$ cat config.mk
export PLATFORM = sky130hd
export DESIGN_NAME = pipeline_hazard_ctrl
export DESIGN_NICKNAME = d
export VERILOG_FILES = /design/src/rtl/pipeline_hazard_ctrl_pkg.sv /design/src/rtl/pipeline_hazard_ctrl_fwd_select.sv /design/src/rtl/pipeline_hazard_ctrl.sv
export SDC_FILE = /design/constraint.sdc
export NUM_CORES = 1
export LEC_CHECK = 0
export BUFFER_PORTS_ARGS = -buffer_cell sky130_fd_sc_hd__buf_2
export CAP_MARGIN = 20
export CORE_MARGIN = 2
export CORE_UTILIZATION = 50
export CTS_BUF_LIST = sky130_fd_sc_hd__clkbuf_2 sky130_fd_sc_hd__clkbuf_4 sky130_fd_sc_hd__clkbuf_8
export CTS_CLUSTER_DIAMETER = 200
export DETAILED_ROUTE_END_ITERATION = 10
export HOLD_SLACK_MARGIN = 0.15
export PLACE_DENSITY_LB_ADDON = 0.2
export RECOVER_POWER = 100
export SETUP_SLACK_MARGIN = 0.1
export SYNTH_ARGS = -nofsm -noshare
export SYNTH_HDL_FRONTEND = slang
export SYNTH_SLANG_ARGS = --single-unit
$ cat constraint.sdc
create_clock -name clk -period 4.5 [get_ports clk]
set_input_delay 0.45 -clock clk [delete_from_list [all_inputs] [get_ports clk]]
set_output_delay 0.45 -clock clk [all_outputs]
set_load 0.02 [all_outputs]
$ cat src/rtl/pipeline_hazard_ctrl_pkg.sv
// pipeline_hazard_ctrl_pkg: forward select codes and hazard FSM state encoding
package pipeline_hazard_ctrl_pkg;
  localparam logic [1:0] FWD_RD    = 2'b00;
  localparam logic [1:0] FWD_MEMWB = 2'b01;
  localparam logic [1:0] FWD_EXMEM = 2'b10;
  typedef enum logic {RUN, FLUSH} state_t;
endpackage

$ cat src/rtl/pipeline_hazard_ctrl_fwd_select.sv
// fwd_select: picks the EX operand source for one source register, EX_MEM winning over MEM_WB
module fwd_select
  import pipeline_hazard_ctrl_pkg::*;
#(
  parameter int AW = 5
) (
  input  logic [AW-1:0] rs,
  input  logic [AW-1:0] ex_mem_rd,
  input  logic          ex_mem_we,
  input  logic [AW-1:0] mem_wb_rd,
  input  logic          mem_wb_we,
  output logic [1:0]    sel
);
  logic ex_hit, wb_hit;
  assign ex_hit = ex_mem_we && ex_mem_rd != '0 && ex_mem_rd == rs;
  assign wb_hit = mem_wb_we && mem_wb_rd != '0 && mem_wb_rd == rs;
  assign sel    = ex_hit ? FWD_EXMEM : wb_hit ? FWD_MEMWB : FWD_RD;
endmodule

$ cat src/rtl/pipeline_hazard_ctrl.sv
// pipeline_hazard_ctrl: forwarding selects, load-use/busy/branch stall-flush control and perf counters
module pipeline_hazard_ctrl
  import pipeline_hazard_ctrl_pkg::*;
#(
  parameter int REG_AW   = 5,
  parameter int BR_FLUSH = 2,
  parameter int CNT_W    = 32
) (
  input  logic              clk,
  input  logic              rst_n,
  input  logic [REG_AW-1:0] if_id_rs1,
  input  logic [REG_AW-1:0] if_id_rs2,
  input  logic [REG_AW-1:0] id_ex_rs1,
  input  logic [REG_AW-1:0] id_ex_rs2,
  input  logic [REG_AW-1:0] id_ex_rd,
  input  logic              id_ex_memread,
  input  logic [REG_AW-1:0] ex_mem_rd,
  input  logic              ex_mem_regwrite,
  input  logic [REG_AW-1:0] mem_wb_rd,
  input  logic              mem_wb_regwrite,
  input  logic              ex_busy,
  input  logic              br_taken,
  output logic [1:0]        forward_a,
  output logic [1:0]        forward_b,
  output logic              pc_write,
  output logic              if_id_write,
  output logic              if_id_flush,
  output logic              id_ex_bubble,
  output logic              ex_mem_bubble,
  output logic [CNT_W-1:0]  stall_cnt,
  output logic [CNT_W-1:0]  flush_cnt
);
  localparam logic [2:0]       FL_LOAD = 3'(BR_FLUSH - 1);
  localparam logic [CNT_W-1:0] ONE     = CNT_W'(1);
  state_t     state, state_nx;
  logic [2:0] fl_cnt, fl_nx;
  logic [1:0] fa, fb;
  logic       lu;
  fwd_select #(.AW(REG_AW)) u_fwd_a (
    .rs(id_ex_rs1), .ex_mem_rd(ex_mem_rd), .ex_mem_we(ex_mem_regwrite),
    .mem_wb_rd(mem_wb_rd), .mem_wb_we(mem_wb_regwrite), .sel(fa)
  );
  fwd_select #(.AW(REG_AW)) u_fwd_b (
    .rs(id_ex_rs2), .ex_mem_rd(ex_mem_rd), .ex_mem_we(ex_mem_regwrite),
    .mem_wb_rd(mem_wb_rd), .mem_wb_we(mem_wb_regwrite), .sel(fb)
  );
  assign forward_a = rst_n ? fa : FWD_RD;
  assign forward_b = rst_n ? fb : FWD_RD;
  assign lu = id_ex_memread && id_ex_rd != '0 && (id_ex_rd == if_id_rs1 || id_ex_rd == if_id_rs2);
  always_comb begin
    pc_write      = 1'b0;
    if_id_write   = 1'b0;
    if_id_flush   = 1'b0;
    id_ex_bubble  = 1'b0;
    ex_mem_bubble = 1'b0;
    state_nx      = state;
    fl_nx         = fl_cnt;
    if (!rst_n) begin
    end else if (ex_busy) begin
      ex_mem_bubble = 1'b1;
    end else if (br_taken) begin
      pc_write     = 1'b1;
      if_id_write  = 1'b1;
      if_id_flush  = 1'b1;
      id_ex_bubble = 1'b1;
      state_nx     = BR_FLUSH > 1 ? FLUSH : RUN;
      fl_nx        = BR_FLUSH > 1 ? FL_LOAD : fl_cnt;
    end else if (state == FLUSH) begin
      // ID holds a flushed NOP here, so a load-use match is spurious
      pc_write    = 1'b1;
      if_id_write = 1'b1;
      if_id_flush = 1'b1;
      fl_nx       = fl_cnt - 3'd1;
      state_nx    = fl_cnt == 3'd1 ? RUN : FLUSH;
    end else begin
      pc_write     = !lu;
      if_id_write  = !lu;
      id_ex_bubble = lu;
    end
  end
  always_ff @(posedge clk or negedge rst_n) begin
    if (!rst_n) begin
      state     <= RUN;
      fl_cnt    <= '0;
      stall_cnt <= '0;
      flush_cnt <= '0;
    end else begin
      state  <= state_nx;
      fl_cnt <= fl_nx;
      if (!pc_write && !(&stall_cnt)) stall_cnt <= stall_cnt + ONE;
      if (if_id_flush && !(&flush_cnt)) flush_cnt <= flush_cnt + ONE;
    end
  end
endmodule
# ---- Word level (Yosys, flattened, before mapping)
# Index checks and enable logic that the tools add are counted.
dict set report word_totals {
  register_bits 68
  latch_bits 0
  ram_bits 0
  rom_bits 0
  in_bits 42
  out_inout_bits 73
  wordCells 63
  mem_count 0
}
dict set report op_classes {
  add_sub_neg 3
  mul 0
  div_mod_pow 0
  magnitude_cmp 0
  eq_ne 7
  n_shift 0
  mux 25
  bitwise_logic 1
  reduce_logical 23
}
# op n
set op_table {}
lappend op_table {{adder 32 x 1 -> 32 bit, second input constant} 2}
lappend op_table {{AND reduction 32 bit} 2}
lappend op_table {{== test 5 bit} 6}
lappend op_table {{2-to-1 mux 1 bit} 19}
lappend op_table {{nonzero test 5 bit} 3}
lappend op_table {{logical AND 1 bit} 10}
lappend op_table {{2-to-1 mux 2 bit} 4}
lappend op_table {{2-to-1 mux 3 bit} 2}
lappend op_table {{logical NOT 1 bit} 4}
lappend op_table {{== test 3 x 1 -> 1 bit, second input constant} 1}
lappend op_table {{AND reduction 3 bit} 1}
lappend op_table {{subtractor 3 x 1 -> 3 bit, second input constant} 1}
lappend op_table {{AND reduction 2 bit} 1}
lappend op_table {{nonzero test 2 bit} 1}
lappend op_table {{logical OR 1 bit} 1}
lappend op_table {{NOT 1 bit} 1}

# ---- Longest topological paths before layout
# Gate-level depths: netlist of run 1.
dict set report logic_depth {
  word_depth 10
  ltp_mapped 8
  mapped_depth_nobuf 7
}

# ---- Modules after synthesis
# From an unflattened synthesis of run 1, not the netlist that was laid out.
dict set report unflattened {
  hier_cells 372
  area_unflattened_um2 3761.1
}
# mod instances cells_per_inst area_per_inst_um2 seq_area_each_um2
set modules_own_cells {}
lappend modules_own_cells {pipeline_hazard_ctrl 1 330 3443.3 1701.6}
lappend modules_own_cells {fwd_select 2 21 158.9 0.0}

# ---- Worst setup path before layout of run 1
# No wires, ideal clock.
dict set report synth_timing {
  kind {in2out}
  start {input ex_mem_rd[0]}
  end {output forward_a[0]}
  t_arrival_ns 1.967
  required_ns 4.050
  setup_slack_ns 2.083
  cell_stages 4
  n_path_buf 0
  path_cell_list {or4_1 o21ai_0 nor4_1 nor4_1}
}
dict set report synth_via {
  elab_chain_cells 5
  elab_cells_between_ends 6
  classes_between {eq/ne: 1; mux: 2; reduce/logical: 3}
}
# item line
set synth_lines {}
lappend synth_lines {{start: declaration} pipeline_hazard_ctrl.sv:17} ;# input logic [REG_AW-1:0] ex_mem_rd,
lappend synth_lines {{nonzero test 5 bit} pipeline_hazard_ctrl_fwd_select.sv:15} ;# assign ex_hit = ex_mem_we && ex_mem_rd != '0 && ex_mem_rd == rs;
lappend synth_lines {{logical AND 1 bit} pipeline_hazard_ctrl_fwd_select.sv:15}
lappend synth_lines {{logical AND 1 bit *} pipeline_hazard_ctrl_fwd_select.sv:15}
lappend synth_lines {{2-to-1 mux 2 bit *} pipeline_hazard_ctrl_fwd_select.sv:17} ;# assign sel = ex_hit ? FWD_EXMEM : wb_hit ? FWD_MEMWB : FWD_RD;
lappend synth_lines {{2-to-1 mux 2 bit *} pipeline_hazard_ctrl.sv:47} ;# assign forward_a = rst_n ? fa : FWD_RD;
lappend synth_lines {{end: declaration} pipeline_hazard_ctrl.sv:23} ;# output logic [1:0] forward_a,
# Mark *: on every way between the ends. The rest lies on a longest branch, timed or not.

# ---- Worst setup path after layout of run 1
dict set report layout_timing {
  start {input rst_n}
  end {output ex_mem_bubble}
}
dict set report layout_via {
  elab_chain_cells 1
}
# item line
set layout_lines {}
lappend layout_lines {{start: declaration} pipeline_hazard_ctrl.sv:10} ;# input logic rst_n,
lappend layout_lines {{2-to-1 mux 1 bit} pipeline_hazard_ctrl.sv:58} ;# if (!rst_n) begin
lappend layout_lines {{end: declaration} pipeline_hazard_ctrl.sv:29} ;# output logic ex_mem_bubble,
# Every way passes these cells.

==> results of run 1 <==
==> report_power, final <==
| part | leakage [nW] | internal [mW] | switching, mW | total, mW |
|---|---|---|---|---|
| Sequential | 0.906 | 0.685 | 0.0791 | 0.764 |
| Combinational | 1.03 | 0.135 | 0.223 | 0.358 |
| Clock | 0.114 | 0.319 | 0.241 | 0.560 |
==> kinds of logic (layout without fill, tap and decap cells) <==
logic type | count (synthesis) | in the layout | synth area share
mux | 2 | 2 | 0.005786
simple gates | 154 | 154 | 0.2396
fa+ha+maj | 4 | 4 | 0.01362
buf+inv | 16 | 142 | 0.02212
xor+xnor | 91 | 91 | 0.2168
flops | 68 | 68 | 0.4629
compound gates | 18 | 18 | 0.03914
==> metal layers <==
| metal | global-route usage | vias to the layer above |
|---|---|---|
| li1 | - | 1461 |
| met4 | 0.08205 | 0 |
| met3 | 0.05281 | 14 |
| met2 | 0.3346 | 82 |
| met1 | 0.2633 | 1423 |
| met5 | 0 | - |
==> state kept, by name, summed over array words and instances, names as in the netlist <==
name / flops
state: 1
flush_cnt: 32
stall_cnt: 32
fl_cnt: 3
==> path summary, 6_finish.rpt <==
path,start,cells after the start,end,slack (ns)
max in group asynchronous,rst_n,2,flush_cnt[2],2.78
min in group asynchronous,rst_n,2,stall_cnt[28],0.74
hold reg to reg,flush_cnt[11],1,flush_cnt[11],0.48
setup reg to reg,flush_cnt[6],7,flush_cnt[31],1.91
setup / recovery,rst_n,4,ex_mem_bubble,1.67
hold / removal,br_taken,2,fl_cnt[2],0.35
==> worst register-to-register path: stages, from the launching register on <==
cell and delay [ns]:
dfrtp_1 0.44, and3_1 0.24, nand3_1 0.17, nor3_1 0.62
a31oi_1 0.50, nand3_1 0.30, nor3_1 0.08, xor2_1 0.14
==> through the flow <==
stage          instance area (sq um)  setup slack, ns
6_report                        4387            1.668
5_1_grt                         4387            1.292
4_1_cts                         4557            1.916
3_5_place_dp                    4338            1.968
3_3_place_gp                    4338            2.035
2_1_floorplan                   3676            2.083
==> Yosys cell counts (all sizes together), types with 2 or more instances <==
cell type,instances
dfrtp,68
xor2,47
nor4,5
and4,5
nand3,32
nand2,29
ha,4
inv,11
or4,5
buf,5
a31oi,2
xnor2,44
o21ai,4
nor2,22
o22ai,2
and2,8
nor3,13
nand4,18
and3,13
nor2b,2
==> cell type report <==
| class | count | area [sq um] | share of cell area |
|---|---|---|---|
| Clock buffer | 10 | 131.4 | 0.02995 |
| Clock inverter | 6 | 87.58 | 0.01997 |
| Inverter | 11 | 41.29 | 0.009412 |
| Multi-Input combinational cell | 269 | 1813 | 0.4133 |
| Sequential cell | 68 | 1702 | 0.3879 |
| Tap cell | 99 | 123.9 | 0.02824 |
| Timing Repair Buffer | 115 | 488.0 | 0.1112 |
==> results.toml, run 1 <==
[critical_path]
worstSetupPathType = "in -> out"
critPathSlowestCell = "clkbuf_2"
cp_common_cell = "clkbuf_1"
cp.arrival_ns = 2.38
worstSetupStartpointType = "input port"
crit_family = "buffers and inverters"
cp-end-kind = "output pin"
crit_chain = "clkbuf_1 > clkbuf_2 > and2_1 > clkbuf_1"
required_ns = 4.05
crit_fanout = 71
cp_slowest_stage_delay_ns = 1.25
worst-path-buf-inv = 3

[routing]
ant_nets = 0
route.met2.wl_microns = 3744
routed_wl_microns = 7935
drt-met1-wl_microns = 3577
wl_met3_microns = 460
drtIter0Drc = 121
via_per_inst = 5.156
wire_per_inst_microns = 13.73
drc = 0
highest_layer = "met4"
dr.pass1.iters = 5
vias = 2980

[floorplanning]
row_count = 31
start_util = 0.5123
fp.dieW_microns = 89.75
ioPinCount = 115
dieArea_sq_mm = 0.008054
die_h_microns = 89.75
coreArea_sq_mm = 0.007176

[global_route]
grt.overflow.total = 0
grt_pass1_wl_microns = 13620
grt_pass1_vias = 2959
grt_max_degree = 72
grt.total_usage = 0.2052
antenna_found_initial = 0

[clock_tree]
clk_latency_ns = 0.35
postCtsHoldBufs = 0
cts.sinks = 68
numCtsBuffers = 9
tritoncts = "done"
root_buffer = "clkbuf_8"
clkTransAtPathRegs_ns = 0.07
post_cts_buffers = 0
htreeDepth = 3
clock_path_buffers = 2
cts_resized = 0

[worst_hold_path]
hold_path.class = "in -> reg"

[synthesis]
synth_nets = 399
synth_warnings = 0
post_synth.cell_area_avg_sq_um = 10.41
synth-main-ff-cell = "dfrtp_1"
synthTopCellsByArea = "dfrtp_1, xor2_1, xnor2_1"
seq_area_frac_synth = 0.4629
synth_seq_cells = 68
synth_enable_flop_cells = 0
synth.cell_area_sq_mm = 0.003676
syn_inst = 353
yosysTopAreaCell = "dfrtp_1"
synth_top_area_share = 0.4629
synth-async-reset-ratio = 1.000
synthDistinctLibCells = 45

[pwr]
powerDensity_mw_per_mm2 = 383.5
p_leak_nw = 2.049
power_mw = 1.682
ir_drop_mv = 0.1773

[finish]
syn2layout_area_growth_pct = 19.33
fin_nets = 520
layout-drive-gt1-share = 0.1357
fin_cells = 578
final_common_cell = "clkbuf_1"
diodes = 0
n_fill_cell = 666
final_cell_mix = "clkbuf_1, dfrtp_1, xor2_1"
final_core_util = 0.6113

[timing]
period_needed_ns = 2.832
max_slew_margin = -0.1207
rsz0062_at_grt = "no"
setup_viol = 0
fin_tns_setup_ns = 0
slew_violations = 72
fin_crit_sh = 0.6293
hold_viol_final = 0
timing.hold.ws_ns = 0.3497
worst_pin_slew_ns = 1.681
fin_skew_ns = 0.01053
achievable-frequency_mhz = 353.1

[placement]
port_buffers = 114
hpwl_microns = 5863
place_inst = 562
routabilityCongestion = 0.8372

[run_status]
outcome = "finished, violations left"
violations = "capacitance limit, slew limit"

[flow_run]
maxCapViolCount = 1
(Power assumes the default switching activity.)
==> inputs of run 2 (changes only) <==
--- a/config.mk
+++ b/config.mk
@@ -5,6 +5,7 @@
 export SDC_FILE = /design/constraint.sdc
 export NUM_CORES = 1
 export LEC_CHECK = 0
+export ABC_AREA = 1
 export BUFFER_PORTS_ARGS = -buffer_cell sky130_fd_sc_hd__buf_2
 export CAP_MARGIN = 20
 export CORE_MARGIN = 2
==> constraint.sdc (replaced) <==
create_clock -name clk -period 2.72 [get_ports clk]
set_input_delay 0.272 -clock clk [delete_from_list [all_inputs] [get_ports clk]]
set_output_delay 0.272 -clock clk [all_outputs]
set_load 0.02 [all_outputs]
==> run 2 against run 1 <==
  * The run now ends clean
  * Clock power rose by 57%
  * Die area rose by 33%
  * Critical endpoint is now if_id_flush
  * First-iteration DRC count rose by 64%
  * Largest cell class unchanged
  * Clock skew rose by 0.0057 ns
  * Largest power group unchanged
==> results.toml, run 2 <==
[pwr]
p_sw_frac = 0.3865
power_switching_mw = 1.196
clockPowerShare = 0.285
powerDensity_mw_per_mm2 = 546.5
internal_power_mw = 1.899
p_comb_frac = 0.278
p_leak_nw = 2.739
pwr-share-seq = 0.437
ir_drop_mv = 0.4064

[routing]
routed_wl_microns = 13600
ant_nets = 0
drtIter0Drc = 198
drc = 0
via_per_inst = 5.119
wire_per_inst_microns = 13.78
vias = 5052
dr.pass1.iters = 4

[timing]
slew_violations = 0
period_needed_ns = 2.245
fin_tns_setup_ns = 0
max_slew_margin = 0.4193
rsz0062_at_grt = "no"
achievable-frequency_mhz = 445.4
fin_crit_sh = 0.8255
fin_skew_ns = 0.01619
worst_pin_slew_ns = 0.8711
hold_viol_final = 0
setup_viol = 0

[synthesis]
seq_area_frac_synth = 0.3427
synth_top_family_by_area = "simple AND/OR/NAND/NOR gates"
synthAdderAreaFrac = 0.01008
synth_compound_area_frac = 0.02722
synth_commonest_cells = "nand2_1, nor2_1, dfrtp_1"
synth_enable_flop_cells = 0
yosysTopAreaCell = "dfrtp_1"
synth_xor_area_frac = 0.1129
synth.most_common_cell = "nand2_1"
synth_warnings = 0
synth-main-ff-cell = "dfrtp_1"
muxShareOfSynthArea = 0
syn_inst = 738
synth_nets = 784
synthTopCellsByArea = "dfrtp_1, nand2_1, xor2_1"
synth.cell_area_sq_mm = 0.004965
synth-async-reset-ratio = 1.000
synth_top_area_share = 0.3427
synthDistinctLibCells = 33
synth_seq_cells = 68
post_synth.cell_area_avg_sq_um = 6.727
synth-simple-area-share = 0.4350

[finish]
syn2layout_area_growth_pct = 14.09
n_fill_cell = 1003
fin_nets = 895
layout-drive-gt1-share = 0.08665
diodes = 0
multi_input_area_sq_mm = 0.002858
largestRegisters = "flush_cnt (32), stall_cnt (32), fl_cnt (3)"
seqCellArea_sq_mm = 0.001702
final_common_cell = "nand2_1"
final_cell_mix = "nand2_1, nor2_1, clkbuf_1"
fin_cells = 987

[floorplanning]
coreArea_sq_mm = 0.009684
start_util = 0.5127
fp.dieW_microns = 103.6
dieArea_sq_mm = 0.01074
row_count = 36
ioPinCount = 115
die_h_microns = 103.6

[global_route]
grt_max_degree = 70
antenna_found_initial = 0
grt_pass1_vias = 5064
grt.total_usage = 0.2597
grt.overflow.total = 0
grt_pass1_wl_microns = 23450

[clock_tree]
root_buffer = "clkbuf_8"
htreeDepth = 3
post_cts_buffers = 0
numCtsBuffers = 9
cts_resized = 0
cts.sinks = 68
clkTransAtPathRegs_ns = 0.08
postCtsHoldBufs = 0
clk_latency_ns = 0.34
clock_path_buffers = 2
tritoncts = "done"

[critical_path]
crit_start = "rst_n"
crit_fanout = 37
critPathSlowestCell = "nand2_1"
cp.depth = 8
worst-path-buf-inv = 5
cp.arrival_ns = 1.97
crit_end = "if_id_flush"
worstSetupPathType = "in -> out"
required_ns = 2.45
cp_slowest_stage_delay_ns = 0.30
r2r_cells = 7
rr_startpoint = "state"
crit_family = "buffers and inverters"
regToRegSetupSlack_ns = 0.48
crit_chain = "clkbuf_1 > inv_1 > nor2_1 > inv_1 > nor2_1 > inv_2 > nand2_1 > clkbuf_1"
worstSetupStartpointType = "input port"
cp-end-kind = "output pin"
r2r_end = "stall_cnt[9]"

[placement]
place_inst = 971
hpwl_microns = 10270
routabilityCongestion = 0.9446
port_buffers = 114

[run_status]
outcome = "complete, no violations"

[flow_run]
maxCapViolCount = 0

[worst_hold_path]
hold_path.class = "in -> reg"
run 2: kinds of logic after synthesis:
logic type | count (synthesis)
adder cells (fa/ha/maj) | 4
AND/OR/NAND/NOR | 503
XOR/XNOR | 64
buffers and inverters | 79
flip-flops | 68
AO/OA/AOI/OAI | 20
run 2: worst reg2reg max path: cells and delay by family, from the launching register on:
family | cells | cell delay, ns
flip-flops | 1 | 0.42
AND/OR/NAND/NOR | 6 | 1.65
buffers and inverters | 1 | 0.05
run 2: power groups by stage:
stage / clock (mW) / combinational [mW] / sequential [mW]
after floorplan: 0 / 0.512 / 1.47
after global placement: 0 / 0.914 / 1.36
after detailed placement: 0 / 0.936 / 1.36
after CTS: 0.894 / 0.942 / 1.35
after global routing: 0.936 / 0.961 / 1.38
final: 0.881 / 0.861 / 1.35
run 2: metrics by stage:
step | hold slack, ns | worst slack [ns] | instance area, sq um | total power, mW | utilization
2_1_floorplan | -0.02359 | 0.9538 | 4965 | 1.986 | -
3_3_place_gp | 0.4913 | 0.5384 | 5602 | 2.274 | 0.5784
3_5_place_dp | 0.5002 | 0.4336 | 5602 | 2.300 | 0.5784
4_1_cts | 0.1931 | 0.5217 | 5803 | 3.181 | 0.5992
5_1_grt | 0.2154 | 0.2338 | 5664 | 3.273 | 0.5849
6_report | 0.2029 | 0.4747 | 5664 | 3.095 | 0.5849
run 2: worst min path at each step:
stage | startpoint | end | slack [ns] | cells after the start
2_1_floorplan | rst_n | fl_cnt[0] | -0.02 | 0
3_3_place_gp | flush_cnt[31] | flush_cnt[31] | 0.49 | 2
3_5_place_dp | flush_cnt[8] | flush_cnt[8] | 0.50 | 1
4_1_cts | br_taken | fl_cnt[0] | 0.19 | 3
5_1_grt | br_taken | fl_cnt[0] | 0.22 | 3
6_report | br_taken | fl_cnt[0] | 0.20 | 3
run 2: metal layers:
layer | wire, microns | share of wire | global-route usage
met5 | 0 | 0 | 0
met4 | 213 | 0.016 | 0.06660
met3 | 607 | 0.045 | 0.04279
met2 | 6854 | 0.50 | 0.4697
met1 | 5926 | 0.44 | 0.3218
run 2: layout make-up:
type	count	area share
Clock buffer	12	0.02695
Clock inverter	4	0.008615
Inverter	62	0.04153
Multi-Input combinational cell	591	0.5045
Sequential cell	68	0.3004
Tap cell	133	0.02938
Timing Repair Buffer	117	0.08858
